[src/rtl/mmcm_ctrl_pkg.sv]
`default_nettype none
// +----------------------------------------------------------------------+
// | mmcm_ctrl_pkg                                                         |
// | State encoding, error codes and DRP merge helper for the MMCM ctrl.   |
// | Revision: 1.0                                                         |
// +----------------------------------------------------------------------+
package mmcm_ctrl_pkg;

  typedef enum logic [3:0] {
    IDLE      = 4'd0,
    HOLD      = 4'd1,
    RD        = 4'd2,
    RD_WAIT   = 4'd3,
    WR        = 4'd4,
    WR_WAIT   = 4'd5,
    REL       = 4'd6,
    LOCK_WAIT = 4'd7,
    DONE      = 4'd8
  } state_t;

  localparam logic [1:0] ERR_OK      = 2'd0;
  localparam logic [1:0] ERR_RD_TO   = 2'd1;
  localparam logic [1:0] ERR_WR_TO   = 2'd2;
  localparam logic [1:0] ERR_LOCK_TO = 2'd3;

  // Mask bit 1 takes the new data bit, 0 keeps the bit read from the MMCM.
  function automatic logic [15:0] drp_merge(input logic [15:0] rd,
                                            input logic [15:0] mask,
                                            input logic [15:0] data);
    return (rd & ~mask) | (data & mask);
  endfunction

endpackage
`default_nettype wire

[src/rtl/mmcm_drp_reconfig_ctrl_sync_2ff.sv]
`default_nettype none
// +----------------------------------------------------------------------+
// | sync_2ff                                                              |
// | Single-bit two-flop synchroniser, async active-low reset to 0.        |
// | Revision: 1.0                                                         |
// +----------------------------------------------------------------------+
module sync_2ff (
  input  logic clk,
  input  logic rst_n,
  input  logic d,
  output logic q
);

  logic meta;

  always_ff @(posedge clk or negedge rst_n) begin
    if (!rst_n) begin
      meta <= 1'b0;
      q    <= 1'b0;
    end else begin
      meta <= d;
      q    <= meta;
    end
  end

endmodule
`default_nettype wire

[src/rtl/mmcm_drp_reconfig_ctrl.sv]
`default_nettype none
// +----------------------------------------------------------------------+
// | mmcm_drp_reconfig_ctrl                                                |
// | One DRP read-modify-write per request, MMCM held in reset meanwhile,  |
// | then waits for re-lock. Sole driver of the MMCM DRP port and RST.     |
// | Revision: 1.0                                                         |
// +----------------------------------------------------------------------+
module mmcm_drp_reconfig_ctrl
  import mmcm_ctrl_pkg::*;
#(
  parameter int RST_HOLD_CYCLES = 8,
  parameter int DRP_TIMEOUT     = 64,
  parameter int LOCK_TIMEOUT    = 4096,
  parameter int CNT_W           = 16
) (
  input  logic        DCLK,
  input  logic        RST_N,
  input  logic        CFG_REQ,
  input  logic [6:0]  CFG_ADDR,
  input  logic [15:0] CFG_MASK,
  input  logic [15:0] CFG_DATA,
  output logic        CFG_BUSY,
  output logic        CFG_DONE,
  output logic [1:0]  CFG_ERR,
  output logic [15:0] CFG_RDATA,
  output logic        MMCM_RST,
  output logic [6:0]  DADDR,
  output logic        DEN,
  output logic        DWE,
  output logic [15:0] DI,
  input  logic [15:0] DO,
  input  logic        DRDY,
  input  logic        LOCKED,
  output logic        LOCKED_SYNC
);

  // Last counter value of each phase. DRP waits start counting the cycle
  // after DEN, so the DONE pulse lands exactly DRP_TIMEOUT cycles after DEN.
  localparam logic [CNT_W-1:0] HOLD_LAST = CNT_W'(RST_HOLD_CYCLES - 1);
  localparam logic [CNT_W-1:0] DRP_LAST  = CNT_W'(DRP_TIMEOUT - 2);
  localparam logic [CNT_W-1:0] LOCK_LAST = CNT_W'(LOCK_TIMEOUT - 1);

  state_t           state;
  logic [CNT_W-1:0] cnt;
  logic [CNT_W-1:0] cnt_inc;
  logic [6:0]       addr_q;
  logic [15:0]      mask_q;
  logic [15:0]      data_q;
  logic [15:0]      rdata_q;
  logic             fin;
  logic [1:0]       fin_err;

  sync_2ff u_locked_sync (
    .clk   (DCLK),
    .rst_n (RST_N),
    .d     (LOCKED),
    .q     (LOCKED_SYNC)
  );

  assign cnt_inc = (&cnt) ? cnt : cnt + 1'b1;

  // Terminal conditions of the wait states; DRDY wins over a same-cycle timeout.
  always_comb begin
    fin     = 1'b0;
    fin_err = ERR_OK;
    case (state)
      RD_WAIT: begin
        if (!DRDY && cnt >= DRP_LAST) begin
          fin     = 1'b1;
          fin_err = ERR_RD_TO;
        end
      end
      WR_WAIT: begin
        if (!DRDY && cnt >= DRP_LAST) begin
          fin     = 1'b1;
          fin_err = ERR_WR_TO;
        end
      end
      LOCK_WAIT: begin
        if (LOCKED_SYNC) begin
          fin = 1'b1;
        end else if (cnt >= LOCK_LAST) begin
          fin     = 1'b1;
          fin_err = ERR_LOCK_TO;
        end
      end
      default: ;
    endcase
  end

  always_ff @(posedge DCLK or negedge RST_N) begin
    if (!RST_N) begin
      state     <= IDLE;
      cnt       <= '0;
      addr_q    <= '0;
      mask_q    <= '0;
      data_q    <= '0;
      rdata_q   <= '0;
      CFG_BUSY  <= 1'b0;
      CFG_DONE  <= 1'b0;
      CFG_ERR   <= ERR_OK;
      CFG_RDATA <= '0;
      MMCM_RST  <= 1'b0;
      DADDR     <= '0;
      DEN       <= 1'b0;
      DWE       <= 1'b0;
      DI        <= '0;
    end else if (fin) begin
      // Every exit releases MMCM reset so the MMCM is never left held.
      CFG_DONE  <= 1'b1;
      CFG_ERR   <= fin_err;
      CFG_RDATA <= rdata_q;
      MMCM_RST  <= 1'b0;
      state     <= DONE;
    end else begin
      case (state)
        IDLE: begin
          if (CFG_REQ) begin
            addr_q   <= CFG_ADDR;
            mask_q   <= CFG_MASK;
            data_q   <= CFG_DATA;
            rdata_q  <= '0;
            cnt      <= '0;
            MMCM_RST <= 1'b1;
            CFG_BUSY <= 1'b1;
            state    <= HOLD;
          end
        end
        HOLD: begin
          if (cnt >= HOLD_LAST) begin
            cnt   <= '0;
            DADDR <= addr_q;
            DEN   <= 1'b1;
            DWE   <= 1'b0;
            state <= RD;
          end else begin
            cnt <= cnt_inc;
          end
        end
        RD: begin
          DEN   <= 1'b0;
          cnt   <= '0;
          state <= RD_WAIT;
        end
        RD_WAIT: begin
          if (DRDY) begin
            rdata_q <= DO;
            DI      <= drp_merge(DO, mask_q, data_q);
            DEN     <= 1'b1;
            DWE     <= 1'b1;
            state   <= WR;
          end else begin
            cnt <= cnt_inc;
          end
        end
        WR: begin
          DEN   <= 1'b0;
          DWE   <= 1'b0;
          cnt   <= '0;
          state <= WR_WAIT;
        end
        WR_WAIT: begin
          if (DRDY) begin
            MMCM_RST <= 1'b0;
            cnt      <= '0;
            state    <= REL;
          end else begin
            cnt <= cnt_inc;
          end
        end
        REL: begin
          cnt   <= '0;
          state <= LOCK_WAIT;
        end
        LOCK_WAIT: begin
          cnt <= cnt_inc;
        end
        DONE: begin
          CFG_DONE <= 1'b0;
          CFG_BUSY <= 1'b0;
          state    <= IDLE;
        end
        default: begin
          state <= IDLE;
        end
      endcase
    end
  end

endmodule
`default_nettype wire
[config.mk]
export PLATFORM = sky130hd
export DESIGN_NAME = mmcm_drp_reconfig_ctrl
export DESIGN_NICKNAME = d
export VERILOG_FILES = /design/src/rtl/mmcm_ctrl_pkg.sv /design/src/rtl/mmcm_drp_reconfig_ctrl_sync_2ff.sv /design/src/rtl/mmcm_drp_reconfig_ctrl.sv
export SDC_FILE = /design/constraint.sdc
export NUM_CORES = 1
export LEC_CHECK = 0
export ABC_AREA = 1
export CORE_ASPECT_RATIO = 2
export CORE_UTILIZATION = 45
export DETAILED_ROUTE_END_ITERATION = 12
export HOLD_SLACK_MARGIN = 0.05
export MAX_ROUTING_LAYER = met4
export PLACE_DENSITY = 0.7
export SYNTH_ARGS = -nofsm -noshare
export SYNTH_HDL_FRONTEND = slang
export SYNTH_SLANG_ARGS = --single-unit
export TNS_END_PERCENT = 50
[constraint.sdc]
create_clock -name DCLK -period 2.37 [get_ports DCLK]
set_input_delay 0.474 -clock DCLK [delete_from_list [all_inputs] [get_ports DCLK]]
set_output_delay 0.474 -clock DCLK [all_outputs]
set_load 0.02 [all_outputs]
==> summary.txt <==
Placed design
  – IO buf count: 106
  – Placed insts: 927
  – GP Congestion: 0.931
  – Sum of net half-perimeters after detailed placement: 10400 um

Critical path
  – Crit-path slowest cell: dfrtp_1
  – Critical path class: flop to flop
  – Worst path max stage delay: 0.44 ns
  – Critical path launch point: cnt[1]$_DFFE_PN0P_
  – Kind of end point of the critical path: flop
  – CP Launch Type: flop
  – CP required: 2.66 ns
  – Most Frequent Cell on Critical Path: nand3_2
  – CP max FO: 32
  – Reg2reg start: cnt[1]$_DFFE_PN0P_
  – CP arrival: 2.35 ns
  – Worst-path cell chain: ha_1 > nand3_2 > nand3b_4 > nand3_2 > nand2_4 > nand4_4 > nand2_1 > o21ai_1

Timing
  – Final hold vios: 0
  – Max-slew violations: 0
  – Max frequency: 485 MHz
  – Setup Skew: 0.0145 ns
  – Worst slew margin: 34.6%
  – Final setup vio count: 0
  – Post-route clock period utilization: 87.0%
  – Unrepaired setup endpoints after global routing: no
  – Min Clock Period, post-route: 2.06 ns
  – Actual slew at the worst max-slew pin: 0.977 ns
  – Setup_tns: 0 ns

Clock network
  – Clock latency on the worst-skew pair: 0.42 ns
  – Num CTS Buffers: 17
  – CTS sink count: 123
  – Clk slew on worst S/H paths: 0.06 ns
  – Post-CTS Setup Repair Bufs: 0
  – CTS tree: built
  – Hold_buf cts: 0
  – Cts repair resizes: 0
  – Clock Path Buffers: 2
  – Clk root buf: clkbuf_16
  – # H-tree levels: 4

Drt
  – Via density: 5.09
  – Total number of vias: 4885
  – Routed Antenna Nets: 0
  – Wirelength per Cell: 14.8 um
  – DR DRC count: 0
  – DRT Pass-1 Iters: 5
  – Routed wire length: 14200 um
  – DR iter-0 viols: 226

Synthesis
  – Synthesized flop and latch total: 123
  – Synthesized area: 5830 um2
  – Mean Syn Cell Area: 8.48 um2
  – Post-Syn Instances: 687
  – Syn nets: 749
  – Seq/Total Area, Yosys: 52.8%
  – Top_reg_cell synth: dfrtp_1
  – Yosys top cell by area: dfrtp_1
  – YS warnings: 0
  – EDFF count, synth: 0
  – Synth top area cells: dfrtp_1 53%, nand2_1 15%, o21ai_0 4.1%
  – Synth cell types: 33
  – Async SR Flop Fraction: 100%
  – Top cell type's share of synthesized area: 52.8%

Layout
  – Most frequent cells in the layout: 232 x nand2_1, 123 x dfrtp_1, 105 x clkdlybuf4s50_1
  – Area Growth Syn to Fin: 30.0%
  – # nets final: 858
  – Layout Utilization: 60.0%
  – Multi-input logic area: 2320 um2
  – FF/Latch Area: 3080 um2
  – # diodes: 0
  – Commonest non-fill, non-tap cell in the layout: nand2_1
  – Layout cell share with drive strength beyond 1: 11.4%
  – Fillers: 1099
  – Layout Cells excl Fill: 959

Global route
  – Remaining Overflow, GRT: 0
  – Initial antenna violation count: 0
  – First-pass GRT wire length: 23400 um
  – GRT Total Usage: 23.9%
  – Vias in the first global route: 5015
  – Largest net degree at the start of global routing: 65

Power
  – Pleak: 3.80 nW
  – Sw frac: 38.0%
  – Combinational share of power: 37.5%
  – P per Cell Area: 1290 nW/um2
  – VDD IR-drop max: 703 uV
  – P_int: 6.06 mW
  – Clock power frac: 26.2%
  – Sequential power share: 36.4%
  – NetSw: 3.72 mW

Die
  – Boundary Pins: 107
  – Starting density of the core: 46.1%
  – Row cnt: 58
  – Die height: 163 um
  – Core ar.: 12600 um2
  – DIE AREA: 13400 um2
  – Die width: 82.5 um

Min path
  – Min-delay worst type: input pin to async pin

Flow run
  – Max Cap Viol: 0

Status
  – Run status: finished, final reports clean
==> kinds of logic after synthesis <==
kind of cell,after synthesis,share of synthesized area [%]
AND/OR/NAND/NOR,354,27.4
buffers and inverters,93,7.39
multiplexers,16,3.09
AO/OA/AOI/OAI,96,8.42
flip-flops,123,52.8
XOR/XNOR,3,0.451
adder cells (fa/ha/maj),2,0.429
==> per-stage QoR <==
step	setup WS (ns)	area [um2]	power [mW]	hold slack, ns
floorplan	0.655	5830	5.84	0.178
global placement	0.279	6990	7.11	0.336
detailed placement	0.252	6990	7.25	0.336
CTS	0.304	7570	9.85	0.0683
global route	0.190	7570	10.4	0.0903
finish	0.308	7570	9.77	0.0419
==> worst paths after layout <==
path                                                   to  slack [ns]  cells after the start
worst max register to register     rdata_q[8]$_DFFE_PN0P_        0.31                      8
worst max-delay path               rdata_q[8]$_DFFE_PN0P_        0.31                      8
min in group DCLK               u_locked_sync.q$_DFF_PN0_        0.34                      0
worst min register to register  u_locked_sync.q$_DFF_PN0_        0.34                      0
worst min-delay path            u_locked_sync.q$_DFF_PN0_        0.04                      1
max in group asynchronous               DI[4]$_DFFE_PN0P_        1.66                      2
==> cell type report <==
cell class / instances / area share (%)
inverter: 69 / 3.45
clock inverter: 12 / 1.69
timing repair buffer: 114 / 15.1
tap: 150 / 2.48
sequential: 123 / 40.6
multi-input combinational: 471 / 30.6
clock buffer: 20 / 6.03
==> power by group through the flow <==
stage	combinational, mW	sequential (mW)	clock (mW)
floorplan	1.94	3.90	0
global placement	3.56	3.55	0
detailed placement	3.67	3.58	0
CTS	3.70	3.56	2.59
global route	4.04	3.65	2.69
finish	3.66	3.56	2.56
==> synth_stat cells (2+ instances only) <==
cell type / count
nand3_1: 35
nand2_2: 4
clkbuf_1: 7
mux2_2: 16
nor2_1: 48
nand2_4: 4
nand3_2: 6
nand4_1: 9
dfrtp_1: 123
inv_1: 64
o21ai_1: 17
ha_1: 2
nor2_2: 5
nand2_1: 232
nor2_4: 5
a21oi_1: 28
inv_2: 4
buf_2: 6
buf_6: 9
o21ai_0: 48
xor2_1: 3
==> state kept, by name (all words and copies together) (netlist names) <==
register            count
state                   4
u_locked_sync.q         1
mask_q                 16
CFG_ERR                 2
CFG_RDATA              16
DWE                     1
u_locked_sync.meta      1
data_q                 16
DADDR                   7
cnt                    16
MMCM_RST                1
CFG_DONE                1
DI                     16
DEN                     1
CFG_BUSY                1
addr_q                  7
rdata_q                16
==> critical path: cells and delay by family, from the launching register on <==
kind	cells	cell delay, ns
AOI/OAI and AO/OA	1	0.08
and+or+nand+nor	6	1.12
DFF	1	0.44
adders and majority gates	1	0.27
==> per-layer routing <==
| metal | global-route usage [%] | part of all wire, % |
|---|---|---|
| met1 | 25.6 | 38 |
| met2 | 40.7 | 55 |
| met3 | 5.04 | 3.5 |
| met4 | 11.6 | 3.0 |
| met5 | - | 0 |
(Power assumes the default switching activity.)
